$ cat src/rtl/mmips_defs.sv
// ---------------------------------------------------------------------------
// mmips_defs
// Shared definitions for the MMIPS memory arbiter: default widths, arbiter
// state encoding and owner encoding.
// Revision: 1.0 - initial release
// ---------------------------------------------------------------------------
`default_nettype none

package mmips_defs;

  localparam int DEF_ADDR_W = 32;
  localparam int DEF_DATA_W = 32;

  typedef enum logic [1:0] {
    ST_IDLE = 2'd0,
    ST_BUSY = 2'd1,
    ST_RESP = 2'd2
  } state_t;

  typedef enum logic {
    OWN_IF = 1'b0,
    OWN_D  = 1'b1
  } owner_t;

endpackage

`default_nettype wire

$ cat src/rtl/arb_pick.sv
// ---------------------------------------------------------------------------
// arb_pick
// Combinational owner select for the memory arbiter.
//   Build option MEM_ARB_RR_EN:
//     defined   - round-robin on conflict (grant the side not served last)
//     undefined - fixed priority, data beats fetch; last_owner port absent
// Ports:
//   if_req      in   fetch request
//   d_req       in   data request
//   last_owner  in   owner of the previous grant (round-robin build only)
//   any_req     out  at least one request pending
//   owner       out  selected owner (meaningful only when any_req)
// Revision: 1.0 - initial release
// ---------------------------------------------------------------------------
`default_nettype none

module arb_pick
  import mmips_defs::*;
(
  input  logic   if_req,
  input  logic   d_req,
`ifdef MEM_ARB_RR_EN
  input  owner_t last_owner,
`endif
  output logic   any_req,
  output owner_t owner
);

  always_comb begin
    any_req = if_req | d_req;
    owner   = OWN_IF;
`ifdef MEM_ARB_RR_EN
    if (if_req && d_req) begin
      // Conflict: the side that was not served last wins.
      owner = (last_owner == OWN_IF) ? OWN_D : OWN_IF;
    end else if (d_req) begin
      owner = OWN_D;
    end
`else
    if (d_req) begin
      owner = OWN_D;
    end
`endif
  end

endmodule

`default_nettype wire

$ cat src/rtl/mem_arbiter.sv
// ---------------------------------------------------------------------------
// mem_arbiter
// Shares the single MMIPS memory port between instruction fetch and
// load/store. One memory transaction at a time; the winner's request fields
// are latched at grant, memory is held until mem_ack, and read data is
// returned with a one-cycle done pulse. All outputs are registered.
//   Build option MEM_ARB_RR_EN: round-robin arbitration when defined,
//   fixed data-over-fetch priority otherwise.
// Ports:
//   clk, rst                      clock, async active-high reset
//   if_req/if_addr                fetch request (held until if_done)
//   if_rdata/if_done              fetch read data and completion pulse
//   d_req/d_we/d_addr/d_wdata     load/store request (held until d_done)
//   d_rdata/d_done                load data and completion pulse
//   mem_req/mem_we/mem_addr/
//   mem_wdata                     memory request (held until mem_ack)
//   mem_rdata/mem_ack             memory read data and completion
//   busy                          arbiter not in IDLE
// Revision: 1.0 - initial release
// ---------------------------------------------------------------------------
`default_nettype none

module mem_arbiter
  import mmips_defs::*;
#(
  parameter int ADDR_W = DEF_ADDR_W,
  parameter int DATA_W = DEF_DATA_W
) (
  input  logic              clk,
  input  logic              rst,
  input  logic              if_req,
  input  logic [ADDR_W-1:0] if_addr,
  output logic [DATA_W-1:0] if_rdata,
  output logic              if_done,
  input  logic              d_req,
  input  logic              d_we,
  input  logic [ADDR_W-1:0] d_addr,
  input  logic [DATA_W-1:0] d_wdata,
  output logic [DATA_W-1:0] d_rdata,
  output logic              d_done,
  output logic              mem_req,
  output logic              mem_we,
  output logic [ADDR_W-1:0] mem_addr,
  output logic [DATA_W-1:0] mem_wdata,
  input  logic [DATA_W-1:0] mem_rdata,
  input  logic              mem_ack,
  output logic              busy
);

  state_t state;
  state_t next_state;
  owner_t cur_owner;
  owner_t pick_owner;
  logic   pick_any;
  logic   grant;
  logic   ack_busy;

`ifdef MEM_ARB_RR_EN
  owner_t last_owner;
`endif

  arb_pick u_pick (
    .if_req     (if_req),
    .d_req      (d_req),
`ifdef MEM_ARB_RR_EN
    .last_owner (last_owner),
`endif
    .any_req    (pick_any),
    .owner      (pick_owner)
  );

  // Next-state logic. Requests are only looked at in IDLE, and mem_ack only
  // in BUSY, so acks arriving in IDLE/RESP fall through harmlessly.
  always_comb begin
    next_state = state;
    grant      = 1'b0;
    ack_busy   = 1'b0;
    case (state)
      ST_IDLE: begin
        if (pick_any) begin
          grant      = 1'b1;
          next_state = ST_BUSY;
        end
      end
      ST_BUSY: begin
        if (mem_ack) begin
          ack_busy   = 1'b1;
          next_state = ST_RESP;
        end
      end
      ST_RESP: next_state = ST_IDLE;
      default: next_state = ST_IDLE;
    endcase
  end

  // State register plus registered outputs, derived from the next state so
  // mem_req/busy line up with the state they describe.
  always_ff @(posedge clk or posedge rst) begin
    if (rst) begin
      state     <= ST_IDLE;
      cur_owner <= OWN_IF;
      busy      <= 1'b0;
      mem_req   <= 1'b0;
      mem_we    <= 1'b0;
      mem_addr  <= '0;
      mem_wdata <= '0;
      if_rdata  <= '0;
      d_rdata   <= '0;
      if_done   <= 1'b0;
      d_done    <= 1'b0;
    end else begin
      state   <= next_state;
      busy    <= (next_state != ST_IDLE);
      mem_req <= (next_state == ST_BUSY);
      if_done <= 1'b0;
      d_done  <= 1'b0;

      // Latch the winner so requester changes during BUSY do not reach memory.
      if (grant) begin
        cur_owner <= pick_owner;
        if (pick_owner == OWN_D) begin
          mem_addr  <= d_addr;
          mem_we    <= d_we;
          mem_wdata <= d_wdata;
        end else begin
          mem_addr  <= if_addr;
          mem_we    <= 1'b0;
          mem_wdata <= '0;
        end
      end

      if (ack_busy) begin
        if (cur_owner == OWN_IF) begin
          if_rdata <= mem_rdata;
          if_done  <= 1'b1;
        end else begin
          d_done <= 1'b1;
          // A store leaves the previous load data in place.
          if (!mem_we) begin
            d_rdata <= mem_rdata;
          end
        end
      end
    end
  end

`ifdef MEM_ARB_RR_EN
  always_ff @(posedge clk or posedge rst) begin
    if (rst) begin
      last_owner <= OWN_IF;
    end else if (grant) begin
      last_owner <= pick_owner;
    end
  end
`endif

endmodule

`default_nettype wire

$ cat config.mk
export PLATFORM = sky130hd
export DESIGN_NAME = mem_arbiter
export DESIGN_NICKNAME = d
export VERILOG_FILES = /design/src/rtl/mmips_defs.sv /design/src/rtl/arb_pick.sv /design/src/rtl/mem_arbiter.sv
export SDC_FILE = /design/constraint.sdc
export NUM_CORES = 1
export LEC_CHECK = 0
export ABC_AREA = 0
export CAP_MARGIN = 20
export CELL_PAD_IN_SITES_DETAIL_PLACEMENT = 0
export CELL_PAD_IN_SITES_GLOBAL_PLACEMENT = 1
export CORE_MARGIN = 5
export CORE_UTILIZATION = 32
export CTS_CLUSTER_SIZE = 25
export DETAILED_ROUTE_END_ITERATION = 8
export PLACE_DENSITY = 0.86
export SETUP_SLACK_MARGIN = 0.5
export SYNTH_ARGS = -nofsm -noshare
export SYNTH_HDL_FRONTEND = slang
export SYNTH_SLANG_ARGS = --single-unit
$ cat constraint.sdc
create_clock -name clk -period 5.43 [get_ports clk]
set_clock_uncertainty 0.15 [all_clocks]
set_input_delay 0.543 -clock clk [delete_from_list [all_inputs] [get_ports clk]]
set_output_delay 0.543 -clock clk [all_outputs]
set_load 0.01 [all_outputs]
==> reports/results.txt <==
Total Wirelength - 15.7 mm
Synth Net Count - 501
# Post-CTS Setup Buffers - 0
Required @ worst endpoint - 5.57 ns
Yosys cell types - 19
DP Wirelength - 11.5 mm
DRT Pass-1 Iters - 4
Layout cells sized above 1 - 31.0%
Fillers - 1,469
Vias after detailed routing - 4,026
CTS tree - built
Worst Setup End Kind - flop
Final hold vios - 0
Worst-Margin Slew - 0.909 ns
Final setup fails - 0
Peak VDD IR - 265 uV
Synthesized flop and latch total - 136
HP Class - reg -> reg
Critical path endpoint - mem_addr[5]$_DFFE_PP0P_
I/O pin total - 267
CTS Hold Bufs - 0
Placer Congestion - 0.828
Clk sinks - 136
PD cells - 560 nW/um^2
Initial cell density of the core - 32.4%
Critical path origin - state[1]$_DFF_PP0_
Placed Cells - 839
Initial antenna violation count - 0
Total gr overflow - 0
Largest net degree at the start of global routing - 102
DRC viols - 0
First-pass GRT wire length - 25.1 mm
FF/Latch Area - 3400 um^2
Die height - 142 um
Latest clock arrival within the worst-skew pair - 0.41 ns
Clock period minus final worst setup slack - 2.37 ns
CP Launch Type - flop
Gr usage total - 15.8%
Finished Layout Cells - 870
Critical path, cell by cell - nor2_4 > o21ai_4 > buf_4 > mux2_2
Synthesized cell area - 5560 um^2
Clock transition at path regs - 0.06 ns
Routed WL per cell - 18.1 um
CTS root buf - clkbuf_16
Syn_area_per_cell - 15.2 um^2
Worst slew margin relative to its limit - 39.4%
Core area - 17,200 um^2
Final setup TNS - 0 ns
Worst path slowest cell - nor2_4
DRT antenna net count - 0
Cell depth of the worst flop-to-flop path - 4
Post-CTS resize count - 0
Synth-to-layout area growth - 63.2%
Fin crit share - 43.7%
Seq/Total Area, Yosys - 61.2%
Max incr delay on CP - 0.74 ns
Worst EP arrival - 2.51 ns
R2r setup slk - 3.06 ns
Footprint of the multi-input gates - 2050 um^2
LEAKAGE - 3.76 nW
I/O Buffers - 266
Drt via density - 4.63
CTS Buffer Depth - 2
Number of CTS-inserted buffers - 17
Hold_sp - d_rdata[24]$_DFFE_PP0P_
Row cnt - 48
Synth Warn # - 0
Crit Path Max Fanout - 66
Worst reg2reg path endpoint - mem_addr[5]$_DFFE_PP0P_
Antenna cells - 0
Die area - 20,100 um^2
Fmax - 0.422 GHz
Die W - 142 um
Nets@finish - 767
Critical R2R Launch - state[1]$_DFF_PP0_
Worst setup path class - reg -> reg
Mapped Cells - 367
RSZ-0062 raised after global routing - false
MaxCap Viol Count - 0
Slew Limit Fails - 0
Run status - finished clean
H-tree levels - 4
Starting DRT DRC Count - 104
Number of global-route vias before repair - 4,600
## logic make-up (layout without fill, tap and decap cells)
group	after synthesis	in the layout	share of synthesized area, %
AOI/OAI and AO/OA	34	34	6.03
buffers and inverters	25	303	2.23
DFF	136	136	61.2
muxes	129	129	26.1
and+or+nand+nor	43	43	4.41
## power by group
part	leakage (nW)	switching (mW)	internal, mW	total, mW
logic	1.82	0.768	1.31	2.08
clock network	0.303	0.432	0.812	1.24
registers	1.64	0.266	1.49	1.76
total	3.76	1.47	3.61	5.08
## metal layers
layer	share of wire, %	GRT usage [%]	vias to the layer above
met5	0	0	-
met4	1.3	4.80	0
met3	11	7.75	19
met2	50	27.0	176
met1	37	17.4	1989
li1	-	-	1842
## synth_stat cells
cell type,number,area share (%)
a21bo_2,33,5.9
and2_1,3,0.34
buf_1,8,0.54
buf_2,5,0.45
buf_4,6,0.81
clkbuf_1,4,0.27
clkbuf_2,1,0.090
dfrtp_1,136,61
inv_1,1,0.067
mux2_1,2,0.41
mux2_2,127,26
nand2_1,1,0.067
nand3_1,33,3.0
nor2_1,2,0.14
nor2_4,1,0.20
nor3_1,1,0.090
nor3_2,1,0.18
nor4b_4,1,0.43
o21ai_1,1,0.090
## how the worst min path moves through the flow
| stage | to | slack (ns) | cells after the start |
|---|---|---|---|
| 3_5_place_dp | mem_wdata[29]$_DFFE_PP0P_ | 0.33 | 1 |
| 5_1_grt | mem_wdata[24]$_DFFE_PP0P_ | 0.35 | 1 |
| 2_1_floorplan | d_done$_DFF_PP0_ | 0.37 | 1 |
| 3_3_place_gp | mem_wdata[3]$_DFFE_PP0P_ | 0.32 | 1 |
| 6_report | d_rdata[24]$_DFFE_PP0P_ | 0.34 | 1 |
| 4_1_cts | mem_wdata[29]$_DFFE_PP0P_ | 0.34 | 1 |
## per-stage QoR
step           instance area [um^2]  power [mW]  hold WS (ns)  setup WS (ns)  util (%)
3_5_place_dp                   8440        3.89         0.326           2.80      49.1
6_report                       9070        5.08         0.336           3.06      52.8
3_3_place_gp                   8440        3.82         0.320           2.81      49.1
4_1_cts                        9070        5.17         0.339           3.03      52.8
2_1_floorplan                  5560        2.61         0.365           1.10         -
5_1_grt                        9070        5.37         0.345           2.91      52.8
## sequential cells by signal, indices dropped and copies added, names as in the netlist
signal	cells
if_done	1
busy	1
mem_wdata	32
if_rdata	32
cur_owner	1
d_done	1
mem_we	1
d_rdata	32
mem_addr	32
mem_req	1
state	2
## layout by cell type (no fill, tap or decap), types with 2 or more instances in the layout
cell,netlist,layout
clkinv_2,0,2
and2_1,3,3
clkbuf_16,0,17
clkinv_4,0,3
clkinvlp_4,0,2
dfrtp_1,136,136
a21bo_2,33,33
bufinv_16,0,5
mux2_2,127,127
clkdlybuf4s50_1,0,265
mux2_1,2,2
nor2_1,2,2
buf_4,6,5
nand3_1,33,33
clkbuf_1,4,2
## area by class of cell
type / count / share of cell area (%)
inverters: 1 / 0.0965
clock inverters: 12 / 2.22
multi-input cells: 206 / 22.6
repair buffers: 271 / 29.7
flip-flops and latches: 136 / 37.5
clock buffers: 19 / 4.77
well taps: 225 / 3.10
## critical path, delay by kind of cell (launching register included)
kind	cells	cell delay (ns)
AOI/OAI and AO/OA	1	0.09
DFF	1	0.49
buffers and inverters	1	0.38
and+or+nand+nor	1	0.74
muxes	1	0.37
No activity file was read; power rests on OpenSTA's default activity.
